File: src/rtl/regfile_wb_arbiter.sv
// regfile_wb_arbiter
//   Sole driver of the 32x32 register file write port (a3/wd3/we). It
//   arbitrates between the ALU writeback path and the load-return path, and
//   keeps a busy scoreboard of registers with outstanding loads so that
//   decode can stall on RAW hazards.
//
//   Build option: REGFILE_ARB_STARVE_EN
//     defined   - a starvation counter forces the ALU to win a conflict after
//                 STARVE_LIMIT consecutive lost cycles.
//     undefined - the load always wins a conflict.
//
// Ports
//   i_clk, i_reset          clock; synchronous active-high reset
//   i_alu_valid/rd/data     ALU writeback request
//   o_alu_ready             ALU request accepted this cycle
//   i_ld_valid/rd/data      load-return writeback request
//   o_ld_ready              load request accepted this cycle
//   i_ld_issue, _rd         load issued this cycle, and its destination
//   i_rs1, i_rs2            decode source registers
//   o_hz1, o_hz2            source register has an outstanding load
//   o_sb_err                sticky: load issued to an already-busy register
//   o_a3, o_wd3, o_we       register file write port
module regfile_wb_arbiter #(
  parameter int unsigned STARVE_LIMIT = 4
) (
  input  logic        i_clk,
  input  logic        i_reset,
  input  logic        i_alu_valid,
  input  logic [4:0]  i_alu_rd,
  input  logic [31:0] i_alu_data,
  output logic        o_alu_ready,
  input  logic        i_ld_valid,
  input  logic [4:0]  i_ld_rd,
  input  logic [31:0] i_ld_data,
  output logic        o_ld_ready,
  input  logic        i_ld_issue,
  input  logic [4:0]  i_ld_issue_rd,
  input  logic [4:0]  i_rs1,
  input  logic [4:0]  i_rs2,
  output logic        o_hz1,
  output logic        o_hz2,
  output logic        o_sb_err,
  output logic [4:0]  o_a3,
  output logic [31:0] o_wd3,
  output logic        o_we
);

  if (STARVE_LIMIT < 1 || STARVE_LIMIT > 15) begin : g_bad_limit
    $error("STARVE_LIMIT must be in 1..15");
  end

  logic        w_alu_prio;
  logic        w_alu_gnt;
  logic        w_ld_gnt;
  logic [31:0] r_busy;
  logic [31:0] w_busy_set;
  logic [31:0] w_busy_clr;
  logic [31:0] w_busy_nxt;
  logic        r_sb_err;
  logic [4:0]  r_a3;
  logic [31:0] r_wd3;
  logic        r_we;

`ifdef REGFILE_ARB_STARVE_EN
  localparam logic [3:0] LP_LIMIT = 4'(STARVE_LIMIT);
  logic [3:0] r_starve_cnt;

  assign w_alu_prio = (r_starve_cnt == LP_LIMIT);

  // Counts consecutive cycles the ALU is waiting without a grant.
  always_ff @(posedge i_clk) begin
    if (i_reset) begin
      r_starve_cnt <= 4'd0;
    end else if (!i_alu_valid || w_alu_gnt) begin
      r_starve_cnt <= 4'd0;
    end else if (r_starve_cnt != LP_LIMIT) begin
      r_starve_cnt <= r_starve_cnt + 4'd1;
    end
  end
`else
  assign w_alu_prio = 1'b0;
`endif

  // Load wins a conflict unless the ALU has been starved long enough.
  // Nothing is granted while reset is asserted.
  always_comb begin
    w_ld_gnt  = 1'b0;
    w_alu_gnt = 1'b0;
    if (!i_reset) begin
      if (i_ld_valid && !(i_alu_valid && w_alu_prio)) begin
        w_ld_gnt = 1'b1;
      end else if (i_alu_valid) begin
        w_alu_gnt = 1'b1;
      end
    end
  end

  assign o_alu_ready = w_alu_gnt;
  assign o_ld_ready  = w_ld_gnt;

  // Write port stage; a3/wd3 hold when idle, x0 writes are suppressed via we.
  always_ff @(posedge i_clk) begin
    if (i_reset) begin
      r_we  <= 1'b0;
      r_a3  <= 5'd0;
      r_wd3 <= 32'd0;
    end else if (w_ld_gnt) begin
      r_we  <= (i_ld_rd != 5'd0);
      r_a3  <= i_ld_rd;
      r_wd3 <= i_ld_data;
    end else if (w_alu_gnt) begin
      r_we  <= (i_alu_rd != 5'd0);
      r_a3  <= i_alu_rd;
      r_wd3 <= i_alu_data;
    end else begin
      r_we  <= 1'b0;
    end
  end

  // Scoreboard: a set in the same cycle as a clear to that register wins.
  always_comb begin
    w_busy_set = 32'd0;
    w_busy_clr = 32'd0;
    if (i_ld_issue && (i_ld_issue_rd != 5'd0)) begin
      w_busy_set[i_ld_issue_rd] = 1'b1;
    end
    if (w_ld_gnt) begin
      w_busy_clr[i_ld_rd] = 1'b1;
    end
    w_busy_nxt    = (r_busy & ~w_busy_clr) | w_busy_set;
    w_busy_nxt[0] = 1'b0;
  end

  always_ff @(posedge i_clk) begin
    if (i_reset) begin
      r_busy   <= 32'd0;
      r_sb_err <= 1'b0;
    end else begin
      r_busy <= w_busy_nxt;
      if (|(w_busy_set & r_busy)) begin
        r_sb_err <= 1'b1;
      end
    end
  end

  assign o_hz1    = r_busy[i_rs1];
  assign o_hz2    = r_busy[i_rs2];
  assign o_sb_err = r_sb_err;
  assign o_a3     = r_a3;
  assign o_wd3    = r_wd3;
  assign o_we     = r_we;

endmodule

File: config.mk
export PLATFORM = sky130hd
export DESIGN_NAME = regfile_wb_arbiter
export DESIGN_NICKNAME = d
export VERILOG_FILES = /design/src/rtl/regfile_wb_arbiter.sv
export SDC_FILE = /design/constraint.sdc
export NUM_CORES = 1
export LEC_CHECK = 0
export CELL_PAD_IN_SITES_DETAIL_PLACEMENT = 1
export CELL_PAD_IN_SITES_GLOBAL_PLACEMENT = 2
export CORE_MARGIN = 2
export CORE_UTILIZATION = 27
export CTS_CLUSTER_DIAMETER = 60
export CTS_CLUSTER_SIZE = 10
export DETAILED_ROUTE_END_ITERATION = 8
export HOLD_SLACK_MARGIN = 0.02
export PLACE_DENSITY_LB_ADDON = 0.2
export SLEW_MARGIN = 20
export SYNTH_ARGS = -nofsm -noshare
export SYNTH_HDL_FRONTEND = slang
export SYNTH_SLANG_ARGS = --single-unit
export TNS_END_PERCENT = 1
File: constraint.sdc
create_clock -name i_clk -period 4.47 [get_ports i_clk]
set_input_delay 0.894 -clock i_clk [delete_from_list [all_inputs] [get_ports i_clk]]
set_output_delay 0.894 -clock i_clk [all_outputs]
set_load 0.005 [all_outputs]
==> results.cfg <==
[cells_and_area]
fin_area_mm2 = 0.005603
final_nets = 667
syn_to_final_growth_pct = 48.18
fillers = 1649
fin_util = 0.4068
diodes = 0
drive_gt1_frac = 0.09689

[clocking]
numClockSinks = 70
ctsResizeCount = 0
clkTransAtPathRegs_ps = 50
htreeDepth = 3
postCtsSetupBuffers = 0
clock_path_buffers = 2
cts_tree = done
cts-root-buf = clkbuf_16
postCtsHoldBufs = 0
worst_skew_pair.late_latency_ps = 340
numCtsBuffers = 9

[floorplan]
die_w_um = 122.3
fp.dieArea_mm2 = 0.01497
start_util = 0.2745
die_y_um = 122.3
ios = 137
core.rowCount = 43
core_area_mm2 = 0.01377

[sta]
rsz0062_at_grt = no
report.final.setup_viol = 0
fin_crit_sh = 0.9296
timing.setup.tns_ps = 0
period_needed_ps = 4155
drv_slew = 0
timing_worst_slew_pin_value_ps = 923.6
finalHoldViolCount = 0
relSlewSlack = 0.3829
finalWorstSetupSlack_ps = 314.7
finalClockSkew_ps = 4.064
fmax_ghz = 0.2407

[detailed_routing]
drtIter0Drc = 186
post-route-drc-count = 0
wl_um = 14100
avgViaCountPerCell = 5.162
dr.pass1.iters = 4
num_vias = 3913
ant_nets = 0
avgRoutedWirePerCell_um = 18.60

[setup_path]
setup.worst_path.end_class = primary output
cpPeakStageDelay_ps = 510
worstSetupPathType = input port to primary output
cp_slowest_cell = mux4_2
start_kind = input port
path_cells = clkdlybuf4s50_1, buf_4, mux4_2, mux4_2, mux2_2, clkdlybuf4s50_1
crit_fanout = 9
arrival_ps = 3260
required_ps = 3580

[synth]
synth_top_family_by_area = multiplexers
synthAdderAreaFrac = 0
synth_cell_types = 32
async_flop_share = 0
synth_edf_count = 0
ys_seq_area_frac = 0.3706
synth_top_cells_by_count = 80 x nor2_1, 70 x a21oi_1, 70 x dfxtp_1
syn_inst = 453
synthesis.nets = 547
syn_avg_cell_area_um2 = 8.347
synth_area_mm2 = 0.003781
yosys_warnings = 0
synthSimpleGateAreaFrac = 0.1807
synth.top_cell.area_share = 0.3706
synth_largest_area_cell = dfxtp_1
synth.mux.area_fraction = 0.2366
synth_most_common_cell = nor2_1
synth_xor_area_frac = 0
synth_area_leaders = dfxtp_1 37%, mux2i_1 11%, mux4_2 11%
synth_compound_area_frac = 0.1701
synth_seq_cells = 70
ys.flop_type = dfxtp_1

[grt]
antenna_found_initial = 0
track_usage = 0.1935
grt_pass1_wl_um = 22200
grt_max_degree = 55
first_global_vias = 4155
gr-total-overflow = 0

[power]
powerDensity_mw_per_mm2 = 310.0
leakage_nw = 2.088
peakVddDrop_v = 0.0001435

[placed_design]
place_area_mm2 = 0.005288
gp_congestion = 0.8736
pre_cts_ws_ps = 314.9
io_buffers = 136
dpl.hpwl_um = 10350

[status]
outcome = finished clean

[min_path]
holdCritPathClass = register to register

[run]
cap_viol_max_count = 0
==> worst max-delay path, delay by kind of cell <==
family	cells	cell delay, ps
buffers and inverters	3	1090
muxes	3	1280
==> area by class of cell <==
cell class | instances | area (um2) | share of cell area
Multi-Input combinational cell | 342 | 2221 | 0.3964
Sequential cell | 70 | 1401 | 0.2501
Timing Repair Buffer | 147 | 1429 | 0.2550
Inverter | 3 | 11.26 | 0.002010
Clock buffer | 10 | 229.0 | 0.04087
Clock inverter | 6 | 86.33 | 0.01541
Tap cell | 180 | 225.2 | 0.04020
==> power breakdown <==
group / switching [mW] / internal (mW) / leakage [nW] / total (mW)
combinational: 0.127 / 0.168 / 1.36 / 0.295
clock: 0.287 / 0.488 / 0.152 / 0.775
sequential: 0.0168 / 0.651 / 0.573 / 0.667
==> path summary, 6_finish.rpt <==
path	start	to	slack (ps)	cells after the start
min	r_busy[10]$_SDFF_PP0_	r_busy[10]$_SDFF_PP0_	540	2
min reg2reg	r_busy[10]$_SDFF_PP0_	r_busy[10]$_SDFF_PP0_	540	2
max reg2reg	r_busy[30]$_SDFF_PP0_	o_sb_err$_SDFFE_PP0P_	3020	4
max	i_rs2[0]	o_hz2	310	6
==> per-stage QoR <==
stage          total power, mW  instances  hold WS [ps]
2_1_floorplan           0.8048        453         469.1
3_3_place_gp            0.9708        742         510.7
3_5_place_dp            0.9787        742         519.2
4_1_cts                  1.761        758         527.2
5_1_grt                  1.816        758         566.4
6_report                 1.737        758         539.0
==> placed cells by master (no fill, tap or decap), drive strengths merged, types with 5 or more instances in the layout <==
master           n
clkdlybuf4s50  133
nor2            80
a21oi           70
dfxtp           70
nand2           43
mux2i           41
o21ai           39
mux4            18
buf             14
clkbuf          10
mux2             7
nand3b           6
and3b            5
==> sequential cells by signal (all words and copies together) (netlist names) <==
name      count
o_wd3        32
r_busy       31
o_we          1
o_sb_err      1
o_a3          5
==> kinds of logic after synthesis <==
kind of cell,after synthesis
buffers and inverters,41
and+or+nand+nor,155
muxes,66
AOI/OAI and AO/OA,121
DFF,70
==> layer usage <==
layer / GRT usage / part of all wire / vias to the layer above / routed length [um]
met3: 0.07388 / 0.096 / 32 / 1351
met2: 0.3167 / 0.46 / 156 / 6554
met4: 0.07543 / 0.025 / 0 / 357
met1: 0.2288 / 0.41 / 1871 / 5835
met5: 0 / 0 / - / 0
li1: - / - / 1854 / -
Power figures use the tool's default switching activity.
